File: src/rtl/ag_pkg.sv
// Shared types and constants for the address-generation latch stage.
// The occupancy enum, the decode bundle and the buffered entry live here so
// the buffer and the top agree on one layout.
package ag_pkg;

    localparam int AG_DEPTH = 2;
    localparam int EA_W     = 32;

    // Occupancy of the two-entry buffer
    typedef enum logic [1:0] {
        AG_EMPTY = 2'd0,
        AG_ONE   = 2'd1,
        AG_FULL  = 2'd2
    } ag_occ_e;

    // Everything DE hands over in one push
    typedef struct packed {
        logic            re;
        logic            we;
        logic            rmsel;
        logic            ro_needed;
        logic            rm_needed;
        logic [1:0]      alusel;
        logic [2:0]      jmp;
        logic [7:0]      modrm;
        logic [15:0]     sreg;
        logic [15:0]     ptr;
        logic [EA_W-1:0] dval;
        logic [EA_W-1:0] sval;
        logic [EA_W-1:0] disp;
        logic [EA_W-1:0] flags;
        logic [EA_W-1:0] flag_ld;
    } de_bundle_t;

    // One buffer slot: the decode bundle plus the address computed at push
    typedef struct packed {
        de_bundle_t      de;
        logic [EA_W-1:0] ea;
    } ag_entry_t;

    // Effective address: register-memory operand uses source value plus
    // displacement, wrapping modulo 2^EA_W; otherwise there is no address.
    function automatic logic [EA_W-1:0] ag_calc_ea(
        input logic            rmsel,
        input logic [EA_W-1:0] sval,
        input logic [EA_W-1:0] disp
    );
        logic [EA_W-1:0] sum;
        sum = sval + disp;
        return rmsel ? sum : '0;
    endfunction

endpackage

File: src/rtl/ag_fifo2.sv
// Two-entry register buffer with push, pop and flush.
// The head is held in its own register so that, once the buffer drains, the
// outputs keep showing the last entry rather than whatever stale slot the
// read pointer happens to land on.
module ag_fifo2
    import ag_pkg::*;
(
    input  logic      clk,
    input  logic      rst_n,
    input  logic      push_i,
    input  logic      pop_i,
    input  logic      flush_i,
    input  ag_entry_t entry_i,
    output logic      valid_o,
    output logic      full_o,
    output ag_occ_e   count_o,
    output ag_entry_t head_o
);

    ag_entry_t mem_q [AG_DEPTH];
    ag_entry_t head_q, head_d;
    ag_occ_e   count_q, count_d;
    logic      wr_ptr_q, wr_ptr_d;
    logic      rd_ptr_q, rd_ptr_d;
    logic      full_q;
    logic      wr_en, rd_en;

    // Next-state occupancy, pointer movement and the next visible head
    always_comb begin
        rd_en = pop_i && (count_q != AG_EMPTY);
        // A push while full is only taken if the head leaves in the same cycle
        wr_en = push_i && ((count_q != AG_FULL) || rd_en);
        if (flush_i) begin
            rd_en = 1'b0;
            wr_en = 1'b0;
        end

        count_d = count_q;
        case (count_q)
            AG_EMPTY: if (wr_en) count_d = AG_ONE;
            AG_ONE: begin
                if (wr_en && !rd_en)      count_d = AG_FULL;
                else if (!wr_en && rd_en) count_d = AG_EMPTY;
            end
            AG_FULL:  if (rd_en && !wr_en) count_d = AG_ONE;
            default:  count_d = AG_EMPTY;
        endcase

        wr_ptr_d = wr_en ? ~wr_ptr_q : wr_ptr_q;
        rd_ptr_d = rd_en ? ~rd_ptr_q : rd_ptr_q;

        if (flush_i) begin
            count_d  = AG_EMPTY;
            wr_ptr_d = 1'b0;
            rd_ptr_d = 1'b0;
        end

        // New head is the slot at the next read pointer, bypassing the write
        // when that slot is being filled this very edge
        head_d = head_q;
        if (count_d != AG_EMPTY) begin
            if (wr_en && (wr_ptr_q == rd_ptr_d))
                head_d = entry_i;
            else
                head_d = mem_q[rd_ptr_d];
        end
    end

    // Control state: occupancy, pointers, registered full flag, head copy
    always_ff @(posedge clk or negedge rst_n) begin
        if (!rst_n) begin
            count_q  <= AG_EMPTY;
            wr_ptr_q <= 1'b0;
            rd_ptr_q <= 1'b0;
            full_q   <= 1'b0;
            head_q   <= '0;
        end else begin
            count_q  <= count_d;
            wr_ptr_q <= wr_ptr_d;
            rd_ptr_q <= rd_ptr_d;
            full_q   <= (count_d == AG_FULL);
            head_q   <= head_d;
        end
    end

    genvar gi;
    generate
        for (gi = 0; gi < AG_DEPTH; gi++) begin : g_slot
            // Each slot loads only when it is the write target of an accepted push
            always_ff @(posedge clk or negedge rst_n) begin
                if (!rst_n)
                    mem_q[gi] <= '0;
                else if (wr_en && (wr_ptr_q == 1'(gi)))
                    mem_q[gi] <= entry_i;
            end
        end
    endgenerate

    assign valid_o = (count_q != AG_EMPTY);
    assign full_o  = full_q;
    assign count_o = count_q;
    assign head_o  = head_q;

endmodule

File: src/rtl/ag_latch_stage.sv
// Receiving end of the DE->AG interface. Captures the decode bundle on a
// push, computes the effective address, and presents the oldest held entry
// to the memory-read stage. Two entries absorb one cycle of downstream stall.
// Optional feature: define AG_PERF_EN to add the ag_stall_cnt output, a
// saturating count of cycles where a valid head was not accepted.
module ag_latch_stage
    import ag_pkg::*;
(
    input  logic        clk,
    input  logic        rst_n,
    input  logic        ag_vin,
    input  logic        ld_ag,
    input  logic        ag_flush,
    input  logic        de_re,
    input  logic        de_we,
    input  logic        de_rmsel,
    input  logic        de_ro_needed,
    input  logic        de_rm_needed,
    input  logic [1:0]  de_alusel,
    input  logic [2:0]  de_jmp,
    input  logic [7:0]  de_modrm,
    input  logic [15:0] de_sreg,
    input  logic [15:0] de_ptr,
    input  logic [31:0] de_dval,
    input  logic [31:0] de_sval,
    input  logic [31:0] de_disp,
    input  logic [31:0] de_flags,
    input  logic [31:0] de_flag_ld,
    input  logic        mr_ready,
    output logic        ag_full,
    output logic        ag_ovf,
    output logic        ag_v,
`ifdef AG_PERF_EN
    output logic [15:0] ag_stall_cnt,
`endif
    output logic        ag_re,
    output logic        ag_we,
    output logic        ag_rmsel,
    output logic        ag_ro_needed,
    output logic        ag_rm_needed,
    output logic [1:0]  ag_alusel,
    output logic [2:0]  ag_jmp,
    output logic [7:0]  ag_modrm,
    output logic [15:0] ag_sreg,
    output logic [15:0] ag_ptr,
    output logic [31:0] ag_dval,
    output logic [31:0] ag_sval,
    output logic [31:0] ag_disp,
    output logic [31:0] ag_flags,
    output logic [31:0] ag_flag_ld,
    output logic [31:0] ag_ea
);

    de_bundle_t in_bundle;
    ag_entry_t  in_entry;
    ag_entry_t  head;
    ag_occ_e    count;
    logic       push;
    logic       pop;
    logic       valid;
    logic       full;
    logic       drop;
    logic       ovf_q, ovf_d;

    // Gather the decode fields and attach the effective address
    always_comb begin
        in_bundle.re        = de_re;
        in_bundle.we        = de_we;
        in_bundle.rmsel     = de_rmsel;
        in_bundle.ro_needed = de_ro_needed;
        in_bundle.rm_needed = de_rm_needed;
        in_bundle.alusel    = de_alusel;
        in_bundle.jmp       = de_jmp;
        in_bundle.modrm     = de_modrm;
        in_bundle.sreg      = de_sreg;
        in_bundle.ptr       = de_ptr;
        in_bundle.dval      = de_dval;
        in_bundle.sval      = de_sval;
        in_bundle.disp      = de_disp;
        in_bundle.flags     = de_flags;
        in_bundle.flag_ld   = de_flag_ld;
        in_entry.de         = in_bundle;
        in_entry.ea         = ag_calc_ea(de_rmsel, de_sval, de_disp);
    end

    assign push = ag_vin & ld_ag;
    assign pop  = valid & mr_ready;

    ag_fifo2 u_fifo (
        .clk     (clk),
        .rst_n   (rst_n),
        .push_i  (push),
        .pop_i   (pop),
        .flush_i (ag_flush),
        .entry_i (in_entry),
        .valid_o (valid),
        .full_o  (full),
        .count_o (count),
        .head_o  (head)
    );

    // A push is lost only when full with no pop to make room; a flush
    // squashes the push anyway so it does not count as an overflow
    assign drop  = push & (count == AG_FULL) & ~pop & ~ag_flush;
    assign ovf_d = ovf_q | drop;

    // Sticky overflow, cleared only by reset
    always_ff @(posedge clk or negedge rst_n) begin
        if (!rst_n) ovf_q <= 1'b0;
        else        ovf_q <= ovf_d;
    end

`ifdef AG_PERF_EN
    logic [15:0] stall_cnt_q, stall_cnt_d;

    always_comb begin
        stall_cnt_d = stall_cnt_q;
        if (valid && !mr_ready && (stall_cnt_q != 16'hFFFF))
            stall_cnt_d = stall_cnt_q + 16'd1;
    end

    // Saturating stall counter; survives flushes, cleared by reset
    always_ff @(posedge clk or negedge rst_n) begin
        if (!rst_n) stall_cnt_q <= 16'd0;
        else        stall_cnt_q <= stall_cnt_d;
    end

    assign ag_stall_cnt = stall_cnt_q;
`endif

    assign ag_full      = full;
    assign ag_ovf       = ovf_q;
    assign ag_v         = valid;
    assign ag_re        = head.de.re;
    assign ag_we        = head.de.we;
    assign ag_rmsel     = head.de.rmsel;
    assign ag_ro_needed = head.de.ro_needed;
    assign ag_rm_needed = head.de.rm_needed;
    assign ag_alusel    = head.de.alusel;
    assign ag_jmp       = head.de.jmp;
    assign ag_modrm     = head.de.modrm;
    assign ag_sreg      = head.de.sreg;
    assign ag_ptr       = head.de.ptr;
    assign ag_dval      = head.de.dval;
    assign ag_sval      = head.de.sval;
    assign ag_disp      = head.de.disp;
    assign ag_flags     = head.de.flags;
    assign ag_flag_ld   = head.de.flag_ld;
    assign ag_ea        = head.ea;

endmodule

File: config.mk
export PLATFORM = sky130hd
export DESIGN_NAME = ag_latch_stage
export DESIGN_NICKNAME = d
export VERILOG_FILES = /design/src/rtl/ag_pkg.sv /design/src/rtl/ag_fifo2.sv /design/src/rtl/ag_latch_stage.sv
export SDC_FILE = /design/constraint.sdc
export NUM_CORES = 1
export LEC_CHECK = 0
export CORE_MARGIN = 2
export CORE_UTILIZATION = 38
export CTS_CLUSTER_SIZE = 40
export DETAILED_ROUTE_END_ITERATION = 8
export GPL_TIMING_DRIVEN = 0
export SYNTH_ARGS = -nofsm -noshare
export SYNTH_HDL_FRONTEND = slang
export SYNTH_SLANG_ARGS = --single-unit
File: constraint.sdc
create_clock -name clk -period 3.45 [get_ports clk]
set_input_delay 0.5175 -clock clk [delete_from_list [all_inputs] [get_ports clk]]
set_output_delay 0.5175 -clock clk [all_outputs]
set_load 0.05 [all_outputs]
==> results.sh, run 1 <==
export IMPL_clock_insertion_delay_worst_skew_ns=0.65
export IMPL_worst_hold_path_type="in2async"
export IMPL_largest_net_degree_at_the_start_of_global_routing=120
export IMPL_syn_area_mm2=0.0336
export IMPL_grtUsageTotal=0.232
export IMPL_fin_skew_ns=0.0293
export IMPL_postSynthCellCount=3412
export IMPL_routed_wirelength_mm=107
export IMPL_worst_r2r_startpoint="u_fifo.count_o[0]"
export IMPL_power_share_switching=0.362
export IMPL_post_dp_hpwl_mm=77.6
export IMPL_p_clk_frac=0.301
export IMPL_initialDrtViolationCount=1514
export IMPL_ys_flop_type="sky130_fd_sc_hd__dfrtp_1"
export IMPL_worstSetupStartpointType="input pin"
export IMPL_grt_pass1_vias=26800
export IMPL_layout_cells_most_common_list="sky130_fd_sc_hd__nand2_1, sky130_fd_sc_hd__dfrtp_1, sky130_fd_sc_hd__clkdlybuf4s50_1"
export IMPL_min_period_over_period=0.952
export IMPL_maxSlewHeadroom=0.254
export IMPL_worst_r2r_endpoint="u_fifo.mem_q[365]"
export IMPL_max_vdd_ir_drop_v=0.000459
export IMPL_grt_antenna_before_repair=11
export IMPL_reg2regPathDepth=9
export IMPL_worst_setup_path_end_kind="register"
export IMPL_cts_buffers=84
export IMPL_postLayoutCellArea_mm2=0.0428
export IMPL_io_pins=461
export IMPL_power_density_mw_per_mm2=726
export IMPL_num_nets_final=4212
export IMPL_rsz0062_at_grt="false"
export IMPL_power_frac_seq=0.383
export IMPL_count_of_standard_cell_rows=109
export IMPL_routed_via_count=27000
export IMPL_netSwitchingPower_w=0.0113
export IMPL_avg_vias_per_cell=5.18
export IMPL_synth_seq_cells=732
export IMPL_synth_yosys_seq_area_share=0.545
export IMPL_tightest_slew_ns=1.12
export IMPL_clock_tree_buffer_depth=3
export IMPL_p_comb_frac=0.315
export IMPL_design_core_area_mm2=0.0880
export IMPL_port_buffers=459
export IMPL_post_route_worst_setup_slack_ns=0.164
export IMPL_final_antenna_net_count=0
export IMPL_final_hold_viol_count=0
export IMPL_die_x_um=301
export IMPL_floorplan_die_height_um=301
export IMPL_globalplace_congestion=0.872
export IMPL_starting_density_of_the_core=0.382
export IMPL_clock_sink_count=732
export IMPL_dr_pass1_iters=5
export IMPL_ys_async_sr_fraction=1.00
export IMPL_synth_fp_nets=3660
export IMPL_wire_length_of_the_first_global_routing_pass_mm=163
export IMPL_cellLeakagePower_nw=19.5
export IMPL_htree_levels=3
export IMPL_tritoncts="built"
export IMPL_drive_above_1_share=0.125
export IMPL_syn2layout_area_growth_pct=27.4
export IMPL_yosys_warnings=0
export IMPL_worstPathMaxFanout=5
export IMPL_grt_overflow_total=0
export IMPL_dieArea_mm2=0.0908
export IMPL_post_drt_wl_per_cell_um=20.5
export IMPL_synth_distinct_cells=65
export IMPL_critPathKind="in2reg"
export IMPL_drc_errors=0
export IMPL_clk_root_buffer_cell="sky130_fd_sc_hd__clkbuf_16"
export IMPL_worst_ep_required_ns=3.97
export IMPL_report_final_slew_viol_count=0
export IMPL_achievable_frequency_mhz=304
export IMPL_layout_cells_most_common="sky130_fd_sc_hd__nand2_1"
export IMPL_outcome="finished clean"
export IMPL_worst_r2r_setup_slack_ns=0.30
export IMPL_clock_pin_slew_on_the_worst_setup_and_hold_paths_ns=0.06
export IMPL_synth_edf_count=0
export IMPL_postSynthAreaPerCell_um2=9.85
export IMPL_place_ws_ns=-0.926
export IMPL_cp_data_arrival_time_ns=3.80
export IMPL_min_period_ns=3.29
export IMPL_placed_area_mm2=0.0399
export IMPL_post_cts_setup_buffer_count=0
export IMPL_power_w=0.0311
export IMPL_final_setup_viol_count=0
export IMPL_max_cap_viol_count=0
export IMPL_internal_power_w=0.0198
## sequential cells by signal, summed over array words and instances, names as in the netlist
register	flops
u_fifo.rd_ptr_q	1
u_fifo.count_o	2
u_fifo.mem_q	484
u_fifo.wr_ptr_q	1
ag_ovf	1
u_fifo.full_o	1
u_fifo.head_o	242
## metal layers
layer  wire [µm]  part of all wire  GRT usage
met5          26           0.00024          0
met3        5360             0.050     0.0327
met2       51200              0.48      0.382
met1       48100              0.45      0.321
met4        2130             0.020     0.0635
## metrics by stage
| step | util | hold WS, ns | std cells | setup TNS [ns] |
|---|---|---|---|---|
| after floorplan | - | 0.222 | 3412 | 0 |
| after global placement | 0.451 | 0.456 | 5036 | - |
| after detailed placement | 0.453 | 0.371 | 5043 | -216.48 |
| after CTS | 0.486 | 0.290 | 5199 | 0 |
| after global routing | 0.487 | 0.321 | 5207 | 0 |
| final | 0.487 | 0.312 | 5208 | 0 |
## synthesized netlist by cell type, drive strengths merged (3+ instances only)
| cell type | n | area share |
|---|---|---|
| nand2 | 944 | 0.11 |
| dfrtp | 732 | 0.55 |
| o21ai | 300 | 0.045 |
| a21oi | 264 | 0.040 |
| nor2 | 249 | 0.028 |
| mux2i | 240 | 0.071 |
| mux2 | 226 | 0.076 |
| buf | 115 | 0.021 |
| clkbuf | 113 | 0.013 |
| ha | 31 | 0.012 |
| nand3 | 23 | 0.0034 |
| nor3 | 14 | 0.0021 |
| a21o | 11 | 0.0025 |
| a22o | 11 | 0.0029 |
| a31oi | 11 | 0.0029 |
| inv | 11 | 0.0012 |
| nand2b | 11 | 0.0020 |
| xor2 | 11 | 0.0031 |
| nand4 | 10 | 0.0019 |
| xnor2 | 10 | 0.0026 |
| a211oi | 6 | 0.0013 |
| o21bai | 6 | 0.0013 |
| a221o | 5 | 0.0015 |
| o21a | 5 | 0.0011 |
| o221a | 5 | 0.0017 |
| o41ai | 5 | 0.0022 |
| and3 | 4 | 0.00074 |
| nor3b | 4 | 0.00089 |
| o211ai | 4 | 0.0012 |
| or3 | 4 | 0.00078 |
| and2 | 3 | 0.00056 |
| o31ai | 3 | 0.00082 |
## how the worst max path moves through the flow
stage / from / to
2_1_floorplan: de_sval[0] / u_fifo.head_o[22]
3_3_place_gp: rst_n / u_fifo.head_o[57]
3_5_place_dp: ld_ag / u_fifo.head_o[157]
4_1_cts: de_disp[0] / u_fifo.head_o[14]
5_1_grt: de_disp[0] / u_fifo.head_o[26]
6_report: de_disp[0] / u_fifo.head_o[24]
## cell type report
type	instances	area, µm²
Inverter	11	41.3
Clock inverter	30	434
Timing Repair Buffer	467	4800
Fill cell	8356	45100
Buffer	227	1120
Tap cell	1165	1460
Antenna cell	9	22.5
Sequential cell	732	18300
Multi-Input combinational cell	2441	14100
Clock buffer	126	2480
## worst max-delay path: stages
cell and delay (ns):
sky130_fd_sc_hd__clkdlybuf4s50_1 0.68, sky130_fd_sc_hd__ha_1 0.25, sky130_fd_sc_hd__inv_1 0.06, sky130_fd_sc_hd__fa_1 0.44, sky130_fd_sc_hd__nor2b_4 0.15, sky130_fd_sc_hd__o211ai_2 0.12
sky130_fd_sc_hd__a31oi_4 0.27, sky130_fd_sc_hd__o41ai_2 0.11, sky130_fd_sc_hd__o211ai_1 0.31, sky130_fd_sc_hd__mux2i_1 0.54, sky130_fd_sc_hd__nand3_1 0.13, sky130_fd_sc_hd__a22o_1 0.21
## power by group through the flow
stage	sequential (W)	clock (W)	combinational, W
CTS	0.0119	0.00954	0.00989
detailed placement	0.0120	0	0.00985
global route	0.0122	0.00989	0.0105
finish	0.0119	0.00936	0.00981
global placement	0.0121	0	0.00972
floorplan	0.0149	0	0.00318
## what timing repair did
item | CTS | global route
pin swaps | 0 | 0
gates resized for setup | 1 | 1
hold buffers | 1 | 0
endpoints found under the hold margin | 19 | 0
endpoints found under the setup margin | 101 | 3
## kinds of logic after synthesis
family          count (synthesis)  share of synthesized area
simple gates                 1275                      0.148
mux                           466                      0.147
buf+inv                       239                     0.0346
xor+xnor                       21                    0.00570
compound gates                647                      0.107
fa+ha+maj                      32                     0.0121
flops                         732                      0.545
(Power assumes the default switching activity.)
==> run 2: changes to the inputs <==
- RECOVER_POWER: unset -> 25
- SYNTH_HIERARCHICAL: unset -> 1
==> run 2 against run 1 <==
Net effect: final area fell by 0.24%; area after synthesis fell by 0.71%; setup slack improved by 0.0047 ns; global-route usage rose by 2.3 points; critical endpoint is now u_fifo/head_o[122]; die area fell by 0.70%; count of clock-buffer cells in the layout fell by 11; sequential power rose by 4%.
==> results.sh, run 2 <==
export IMPL_outcome="finished clean"
export IMPL_synth_simple_gate_area_frac=0.257
export IMPL_cell_count_after_placement=5405
export IMPL_max_cap_viol_count=0
export IMPL_die_x_um=300
export IMPL_post_synth_fa_ha_maj_area_fraction=0.0122
export IMPL_synth_cells_most_frequent="sky130_fd_sc_hd__nand2_1, sky130_fd_sc_hd__dfrtp_1, sky130_fd_sc_hd__nand3_1"
export IMPL_power_density_mw_per_mm2=760
export IMPL_post_dp_hpwl_mm=83.0
export IMPL_maxSlewHeadroom=0.120
export IMPL_worst_ep_required_ns=4.02
export IMPL_tightest_slew_ns=1.32
export IMPL_worst_hold_path_type="in2async"
export IMPL_post_drt_wl_per_cell_um=21.0
export IMPL_grt_antenna_before_repair=9
export IMPL_postSynthCellCount=3783
export IMPL_placed_area_mm2=0.0396
export IMPL_cts_buffers=83
export IMPL_cellLeakagePower_nw=19.9
export IMPL_layout_cells_most_common="sky130_fd_sc_hd__nand2_1"
export IMPL_post_synth_mux_area_share=0.00150
export IMPL_initialDrtViolationCount=2698
export IMPL_dr_pass1_iters=6
export IMPL_postLayoutCellArea_mm2=0.0427
export IMPL_htree_levels=3
export IMPL_final_antenna_net_count=0
export IMPL_drc_errors=0
export IMPL_clock_pin_slew_on_the_worst_setup_and_hold_paths_ns=0.06
export IMPL_routed_wirelength_mm=117
export IMPL_worst_r2r_startpoint="u_fifo/count_o[1]"
export IMPL_io_pins=461
export IMPL_setup_worst_path_start="u_fifo/count_o[1]"
export IMPL_ys_async_sr_fraction=1.00
export IMPL_dieArea_mm2=0.0902
export IMPL_cp_data_arrival_time_ns=3.85
export IMPL_reg2regPathDepth=10
export IMPL_achievable_frequency_mhz=305
export IMPL_synth_edf_count=0
export IMPL_clock_tree_buffer_depth=3
export IMPL_synth_compound_area_share=0.131
export IMPL_count_of_standard_cell_rows=108
export IMPL_fin_skew_ns=0.0216
export IMPL_critPathKind="reg2reg"
export IMPL_worstPathMaxFanout=11
export IMPL_wire_length_of_the_first_global_routing_pass_mm=179
export IMPL_layout_cells_most_common_list="sky130_fd_sc_hd__nand2_1, sky130_fd_sc_hd__dfrtp_1, sky130_fd_sc_hd__nand3_1"
export IMPL_clock_insertion_delay_worst_skew_ns=0.64
export IMPL_postSynthAreaPerCell_um2=8.82
export IMPL_ys_top_cells_by_area="sky130_fd_sc_hd__dfrtp_1, sky130_fd_sc_hd__nand2_1, sky130_fd_sc_hd__nand3_1"
export IMPL_starting_density_of_the_core=0.384
export IMPL_report_final_slew_viol_count=0
export IMPL_synth_distinct_cells=68
export IMPL_routed_via_count=30000
export IMPL_yosys_warnings=6
export IMPL_tritoncts="built"
export IMPL_ys_flop_type="sky130_fd_sc_hd__dfrtp_1"
export IMPL_globalplace_congestion=0.867
export IMPL_top_register_by_number_of_flip_flops="u_fifo/mem_q"
export IMPL_port_buffers=460
export IMPL_min_period_ns=3.28
export IMPL_yosys_area_share_xor_xnor=0.00727
export IMPL_rsz0062_at_grt="false"
export IMPL_synth_fp_nets=4031
export IMPL_max_ffs_per_register=484
export IMPL_synth_area_leader_cell="sky130_fd_sc_hd__dfrtp_1"
export IMPL_final_setup_viol_count=0
export IMPL_worstSetupStartpointType="register"
export IMPL_main_combinational_cell_family_by_area_after_synthesis="simple AND/OR/NAND/NOR gates"
export IMPL_synth_yosys_seq_area_share=0.549
export IMPL_floorplan_die_height_um=300
export IMPL_avg_vias_per_cell=5.38
export IMPL_drive_above_1_share=0.0629
export IMPL_syn_area_mm2=0.0334
export IMPL_grtUsageTotal=0.256
export IMPL_synth_top_area_frac=0.549
export IMPL_max_vdd_ir_drop_v=0.000518
export IMPL_grt_pass1_vias=29400
export IMPL_design_core_area_mm2=0.0869
export IMPL_syn2layout_area_growth_pct=28.0
export IMPL_num_nets_final=4585
export IMPL_clock_sink_count=732
export IMPL_min_period_over_period=0.951
export IMPL_most_common_cell_in_the_netlist="sky130_fd_sc_hd__nand2_1"
export IMPL_final_hold_viol_count=0
export IMPL_clk_root_buffer_cell="sky130_fd_sc_hd__clkbuf_16"
export IMPL_finalNonFillerCells=5569
export IMPL_worst_setup_path_end_kind="register"
export IMPL_largest_net_degree_at_the_start_of_global_routing=115
export IMPL_grt_overflow_total=0
export IMPL_synth_seq_cells=732
## run 2: timing repair
action,in CTS,in global routing
setup buffers,0,1
endpoints found under the hold margin,12,0
endpoints found under the setup margin,276,250
gates resized for setup,8,10
gates cloned,0,0
hold buffers,1,0
## run 2: kinds of logic after synthesis
logic type      Yosys count
buf+inv                 320
fa+ha+maj                32
flops                   732
mux                       5
xor+xnor                 26
compound gates          589
simple gates           2079
## run 2: metrics by stage
step	utilization	power, W	TNS, ns	hold WS [ns]	setup slack, ns
3_5_place_dp	0.456	0.0228	-239.23	0.336	-0.711
6_report	0.492	0.0325	0	0.270	0.169
2_1_floorplan	-	0.0187	0	0.222	0.790
5_1_grt	0.492	0.0340	0	0.264	0.00350
3_3_place_gp	0.454	0.0227	-	0.448	-32.49
4_1_cts	0.492	0.0327	0	0.233	0.0180
## run 2: metal layers
metal / track usage / vias up / wire length (µm) / part of all wire
met5: 0 / - / 25 / 0.00021
met4: 0.0933 / 4 / 3550 / 0.030
met3: 0.0373 / 181 / 7160 / 0.061
met2: 0.405 / 1073 / 54800 / 0.47
met1: 0.356 / 14700 / 51500 / 0.44
li1: - / 14000 / - / -
## run 2: area by class of cell
class | count | area (µm²)
clock buffer | 115 | 2420
multi-input combinational | 2731 | 13700
buffer | 309 | 1350
sequential | 732 | 18300
fill | 8200 | 44200
inverter | 11 | 41.3
timing repair buffer | 469 | 4780
tap | 1155 | 1450
antenna | 8 | 20.0
clock inverter | 39 | 633
## run 2: worst paths after layout
check	to	slack, ns
worst max-delay path	u_fifo/head_o[122]	0.17
worst min-delay path	u_fifo/head_o[172]	0.27
worst max register to register	u_fifo/head_o[122]	0.17
worst min register to register	u_fifo/mem_q[290]	0.46
max in group asynchronous	u_fifo/mem_q[342]	0.64
min in group clk	u_fifo/mem_q[290]	0.46
## run 2: critical path, stage by stage, from the launching register on
cell and delay [ns]:
sky130_fd_sc_hd__dfrtp_1 0.49, sky130_fd_sc_hd__or2_2 0.37, sky130_fd_sc_hd__nand2_1 0.10, sky130_fd_sc_hd__inv_1 0.11, sky130_fd_sc_hd__o21ai_2 0.18, sky130_fd_sc_hd__xor2_4 0.42
sky130_fd_sc_hd__buf_2 0.53, sky130_fd_sc_hd__buf_1 0.52, sky130_fd_sc_hd__nand3_1 0.18, sky130_fd_sc_hd__a21oi_1 0.18, sky130_fd_sc_hd__a221o_1 0.13
## run 2: where the power goes
part | leakage [nW] | switching, W | internal, W
logic | 9.11 | 0.00667 | 0.00357
clock network | 1.51 | 0.00380 | 0.00600
registers | 9.25 | 0.00144 | 0.0110
